File: src/rtl/nes_bus_pkg.sv
// Shared CPU-bus constants and the sprite-DMA state encoding.
package nes_bus_pkg;

    localparam logic [15:0] ADDR_OAMDMA  = 16'h4014;
    localparam logic [15:0] ADDR_OAMDATA = 16'h2004;

    typedef enum logic [2:0] {
        DMA_IDLE,
        DMA_HALT,
        DMA_ALIGN,
        DMA_READ,
        DMA_WRITE
    } dma_state_e;

endpackage

File: src/rtl/nes_oam_dma_if.sv
// Bus-snoop and sprite-DMA request/grant signals between the DMA and the arbiter.
interface nes_oam_dma_if;

    logic [15:0] i_bus_addr;
    logic        i_bus_wn;
    logic [7:0]  i_bus_wdata;
    logic        o_spr_req;
    logic        i_spr_gnt;
    logic [15:0] o_spr_addr;
    logic        o_spr_wn;
    logic [7:0]  o_spr_wdata;
    logic [7:0]  i_spr_rdata;
    logic        o_dma_busy;

    // DMA engine side
    modport master (
        input  i_bus_addr, i_bus_wn, i_bus_wdata, i_spr_gnt, i_spr_rdata,
        output o_spr_req, o_spr_addr, o_spr_wn, o_spr_wdata, o_dma_busy
    );

    // Arbiter / system side
    modport slave (
        output i_bus_addr, i_bus_wn, i_bus_wdata, i_spr_gnt, i_spr_rdata,
        input  o_spr_req, o_spr_addr, o_spr_wn, o_spr_wdata, o_dma_busy
    );

endinterface

File: src/rtl/nes_oam_dma.sv
// NES sprite DMA: on a write to $4014 copies page PAGE ($xx00..$xxFF) into OAMDATA ($2004).
// All bus outputs are registered from the next-state values so they change only on granted edges.
module nes_oam_dma
    import nes_bus_pkg::*;
(
    input  logic          i_clk,
    input  logic          i_rst,
    nes_oam_dma_if.master bus
);

    dma_state_e  state, state_nxt;
    logic [7:0]  page, page_nxt;
    logic [7:0]  idx, idx_nxt;
    logic [7:0]  data, data_nxt;
    logic        parity;
    logic        trigger;

    logic        req_nxt;
    logic        busy_nxt;
    logic [15:0] addr_nxt;
    logic        wn_nxt;
    logic [7:0]  wdata_nxt;

    assign trigger = !bus.i_bus_wn && (bus.i_bus_addr == ADDR_OAMDMA)
                     && !bus.o_spr_req && !bus.o_dma_busy;

    // State, datapath and registered outputs
    always_ff @(posedge i_clk) begin
        if (i_rst) begin
            state           <= DMA_IDLE;
            page            <= 8'h00;
            idx             <= 8'h00;
            data            <= 8'h00;
            parity          <= 1'b0;
            bus.o_spr_req   <= 1'b0;
            bus.o_dma_busy  <= 1'b0;
            bus.o_spr_addr  <= 16'h0000;
            bus.o_spr_wn    <= 1'b1;
            bus.o_spr_wdata <= 8'h00;
        end else begin
            state           <= state_nxt;
            page            <= page_nxt;
            idx             <= idx_nxt;
            data            <= data_nxt;
            parity          <= ~parity;
            bus.o_spr_req   <= req_nxt;
            bus.o_dma_busy  <= busy_nxt;
            bus.o_spr_addr  <= addr_nxt;
            bus.o_spr_wn    <= wn_nxt;
            bus.o_spr_wdata <= wdata_nxt;
        end
    end

    // Next state: nothing advances on a cycle the arbiter withholds the grant
    always_comb begin
        state_nxt = state;
        page_nxt  = page;
        idx_nxt   = idx;
        data_nxt  = data;
        case (state)
            DMA_IDLE: begin
                if (trigger) begin
                    state_nxt = DMA_HALT;
                    page_nxt  = bus.i_bus_wdata;
                    idx_nxt   = 8'h00;
                end
            end
            DMA_HALT: begin
                if (bus.i_spr_gnt) begin
                    state_nxt = parity ? DMA_ALIGN : DMA_READ;
                end
            end
            DMA_ALIGN: begin
                if (bus.i_spr_gnt) begin
                    state_nxt = DMA_READ;
                end
            end
            DMA_READ: begin
                if (bus.i_spr_gnt) begin
                    data_nxt  = bus.i_spr_rdata;
                    state_nxt = DMA_WRITE;
                end
            end
            DMA_WRITE: begin
                if (bus.i_spr_gnt) begin
                    idx_nxt   = idx + 8'd1;
                    state_nxt = (idx == 8'hFF) ? DMA_IDLE : DMA_READ;
                end
            end
            default: state_nxt = DMA_IDLE;
        endcase
    end

    // Output decode of the upcoming state; registered above
    always_comb begin
        req_nxt   = 1'b0;
        busy_nxt  = 1'b0;
        addr_nxt  = 16'h0000;
        wn_nxt    = 1'b1;
        wdata_nxt = 8'h00;
        case (state_nxt)
            DMA_HALT, DMA_ALIGN: begin
                req_nxt  = 1'b1;
                busy_nxt = 1'b1;
                addr_nxt = ADDR_OAMDMA;
            end
            DMA_READ: begin
                req_nxt  = 1'b1;
                busy_nxt = 1'b1;
                addr_nxt = {page_nxt, idx_nxt};
            end
            DMA_WRITE: begin
                req_nxt   = 1'b1;
                busy_nxt  = 1'b1;
                addr_nxt  = ADDR_OAMDATA;
                wn_nxt    = 1'b0;
                wdata_nxt = data_nxt;
            end
            default: ;
        endcase
    end

endmodule

File: src/flat_wrapper.sv
// flat-port wrapper written by rule: the top's interface ports become plain ports
module nes_oam_dma_flat import nes_bus_pkg::*;
  (i_clk, i_rst, bus_i_bus_addr, bus_i_bus_wn, bus_i_bus_wdata, bus_i_spr_gnt, bus_i_spr_rdata, bus_o_spr_req, bus_o_spr_addr, bus_o_spr_wn, bus_o_spr_wdata, bus_o_dma_busy);
  nes_oam_dma_if bus_i ();
  input  logic i_clk;
  input  logic i_rst;
  input wire logic [$bits(bus_i.i_bus_addr)-1:0] bus_i_bus_addr;
  input wire logic [$bits(bus_i.i_bus_wn)-1:0] bus_i_bus_wn;
  input wire logic [$bits(bus_i.i_bus_wdata)-1:0] bus_i_bus_wdata;
  input wire logic [$bits(bus_i.i_spr_gnt)-1:0] bus_i_spr_gnt;
  input wire logic [$bits(bus_i.i_spr_rdata)-1:0] bus_i_spr_rdata;
  output wire logic [$bits(bus_i.o_spr_req)-1:0] bus_o_spr_req;
  output wire logic [$bits(bus_i.o_spr_addr)-1:0] bus_o_spr_addr;
  output wire logic [$bits(bus_i.o_spr_wn)-1:0] bus_o_spr_wn;
  output wire logic [$bits(bus_i.o_spr_wdata)-1:0] bus_o_spr_wdata;
  output wire logic [$bits(bus_i.o_dma_busy)-1:0] bus_o_dma_busy;
  assign bus_i.i_bus_addr = bus_i_bus_addr;
  assign bus_i.i_bus_wn = bus_i_bus_wn;
  assign bus_i.i_bus_wdata = bus_i_bus_wdata;
  assign bus_i.i_spr_gnt = bus_i_spr_gnt;
  assign bus_i.i_spr_rdata = bus_i_spr_rdata;
  assign bus_o_spr_req = bus_i.o_spr_req;
  assign bus_o_spr_addr = bus_i.o_spr_addr;
  assign bus_o_spr_wn = bus_i.o_spr_wn;
  assign bus_o_spr_wdata = bus_i.o_spr_wdata;
  assign bus_o_dma_busy = bus_i.o_dma_busy;
  nes_oam_dma u_core (.i_clk(i_clk), .i_rst(i_rst), .bus(bus_i));
endmodule
File: config.mk
export PLATFORM = sky130hd
export DESIGN_NAME = nes_oam_dma_flat
export DESIGN_NICKNAME = d
export VERILOG_FILES = /design/src/rtl/nes_bus_pkg.sv /design/src/rtl/nes_oam_dma_if.sv /design/src/rtl/nes_oam_dma.sv /design/src/flat_wrapper.sv
export SDC_FILE = /design/constraint.sdc
export NUM_CORES = 1
export LEC_CHECK = 0
export ABC_CLOCK_PERIOD_IN_PS = 2620
export BUFFER_PORTS_ARGS = -buffer_cell sky130_fd_sc_hd__clkbuf_2
export CAP_MARGIN = 20
export CORE_UTILIZATION = 50
export DETAILED_ROUTE_END_ITERATION = 8
export HOLD_SLACK_MARGIN = 0.15
export PLACE_DENSITY = 0.88
export SYNTH_ARGS = -nofsm -noshare
export SYNTH_HDL_FRONTEND = slang
export SYNTH_SLANG_ARGS = --single-unit
File: constraint.sdc
create_clock -name i_clk -period 2.62 [get_ports i_clk]
set_input_delay 0.393 -clock i_clk [delete_from_list [all_inputs] [get_ports i_clk]]
set_output_delay 0.393 -clock i_clk [all_outputs]
set_load 0.02 [all_outputs]
==> run summary <==
Die H: 65.5 um
largest incremental delay on the critical path: 500 ps
sequential area share after synthesis: 0.537
WS Path Type: reg2reg
Mean Syn Cell Area: 10.3 um^2
root buffer cell: clkbuf_8
I/O Pins: 63
Pleak: 1.03 nW
latest clock arrival within the worst-skew pair: 300 ps
Wirelength per Cell: 12.3 um
synth top area cells: dfxtp_1 (54%), mux2i_1 (5.5%), nor2_1 (4.8%)
Max VDD drop: 0.550 mV
number of global-route vias before repair: 1455
Slew Limit Fails: 0
Fin Setup TNS: 0 ps
Netlist Area Pre-Place: 0.00201 mm^2
count leader, synth: dfxtp_1
setup bufs post-CTS: 0
max-cap violations: 0
power density over the cells: 621 mW/mm^2
nets: 295
HPWL Detailed: 2.76 mm
largest net degree at the start of global routing: 29
Distinct cells, synth: 36
gpl congestion: 0.816
first-pass GRT wire length: 6.27 mm
CTS Sinks: 54
CTS Buf Count: 5
share of flip-flops with an asynchronous set or reset: 0
Ys Warns: 0
unrepaired setup endpoints after global routing: false
Layout Skew: 3.64 ps
Post-Syn Instances: 195
vias per cell: 4.99
maximum clock path buffer count: 2
pre-CTS WS: 273 ps
Multi-input gate area: 838 um^2
Final Hold Fails: 0
filler cell count: 321
CP bufs+invs: 0
total gr overflow: 0
crit end category: register
arrival time worst endpoint: 2300 ps
area grow syn2layout: 22.9%
# rows: 22
Slew HR: 0.639
Reg clk slew, reported paths: 90 ps
Post-route DRC: 0
Inserted Diodes: 0
Post-synth EDFFs: 0
number of synthesized register bits: 54
Worst path slowest cell: o22ai_1
area leader, netlist: dfxtp_1
sequential cell area: 0.00108 mm^2
Slew @ Worst Pin: 542 ps
drt first pass iters: 4
worst min-delay path category: in2reg
Starting DRT DRC Count: 48
share of post-route cells with drive strength above 1: 0.359
initial antenna violation count: 0
syn_nets: 232
status: completed
Antenna Nets Post-Route: 0
worst-path cell chain: nor2_1 -> nand3_1 -> o22ai_1 -> nand2_4 -> o31ai_1
via count: 1533
Final min period: 2090 ps
# setup viols final: 0
CTS tree: yes
Starting Density: 0.534
Die Width: 65.5 um
Final WS setup: 535 ps
drt total wl: 3.77 mm
die area: 0.00428 mm^2
H-tree levels: 2
Post-CTS Hold Fix Bufs: 0
Worst EP required: 2840 ps
Core Box Area: 0.00377 mm^2
# port buffers: 62
Tot GR Track Use: 0.197
crit share post-route: 0.796
# resized after CTS: 0
CP delay by family, top: simple AND/OR/NAND/NOR gates
prevailing post-synth register cell: dfxtp_1
fmax: 480 MHz
area share of the largest cell type after synthesis: 0.537
maximum fanout along the worst path: 15
most frequent cells after synthesis: dfxtp_1 (54), nor2_1 (26), nand2_1 (21)
CP startpoint kind: register
-- final cells by class --
cell class                      instances  share of cell area
Sequential cell                        54               0.437
Multi-Input combinational cell        128               0.339
Timing Repair Buffer                   66               0.138
Clock buffer                            6              0.0334
Clock inverter                          2              0.0243
Tap cell                               48              0.0243
Inverter                                3             0.00455
-- per-stage QoR --
step                std cells  utilization  hold WS (ps)  area, um^2  power, mW
floorplan                 195            -           387        2010      0.862
global placement          299        0.618           396        2330      0.891
detailed placement        299        0.618           404        2330      0.892
CTS                       307        0.656           315        2470       1.55
global route              307        0.656           318        2470       1.59
finish                    307        0.656           320        2470       1.54
-- per-layer routing --
layer / global-route usage / up-vias / part of all wire
met3: 0.0712 / 5 / 0.067
met2: 0.326 / 57 / 0.49
met1: 0.227 / 691 / 0.43
met4: 0.0815 / 0 / 0.017
met5: 0 / - / 0
li1: - / 780 / -
-- power by group --
group	internal (mW)	switching, mW
combinational	0.0250	0.0259
sequential	0.821	0.000468
clock	0.407	0.257
total	1.25	0.283
-- worst paths after layout --
check	startpoint	endpoint	slack, ps	cells past startpoint
max	u_core.state[1]	u_core.bus.o_spr_addr[13]	530	5
min	bus_i_spr_rdata[5]	u_core.data[5]	320	3
max reg2reg	u_core.state[1]	u_core.bus.o_spr_addr[13]	530	5
min reg2reg	u_core.parity	u_core.parity	420	1
-- cells by family (layout without fill, tap and decap cells) --
kind of cell | Yosys count | in the layout | synth area share
muxes | 11 | 11 | 0.0547
AOI/OAI and AO/OA | 16 | 16 | 0.0578
and+or+nand+nor | 92 | 92 | 0.263
buffers and inverters | 13 | 77 | 0.0466
adders and majority gates | 1 | 1 | 0.00621
xor gates and xnor gates | 8 | 8 | 0.0348
DFF | 54 | 54 | 0.537
-- worst register-to-register path: stages (launching register included) --
cell and delay, ps:
dfxtp_1 360, nor2_1 280, nand3_1 270, o22ai_1 500, nand2_4 280, o31ai_1 310
-- sequential cells by signal, summed over array words and instances (netlist names) --
signal                  count
u_core.state                3
u_core.idx                  8
u_core.data                 8
u_core.bus.o_spr_req        1
u_core.page                 8
u_core.bus.o_spr_wdata      8
u_core.parity               1
u_core.bus.o_spr_addr      16
u_core.bus.o_spr_wn         1
-- placed cells by master (no fill, tap or decap), types with 5 or more instances in the layout --
cell	n
a21oi_1	8
nand3_1	5
nand2_1	21
nor2b_1	8
nor2_1	26
clkbuf_2	62
clkbuf_8	6
mux2i_1	11
dfxtp_1	54
nor3_2	9
No activity file was read; power rests on OpenSTA's default activity.
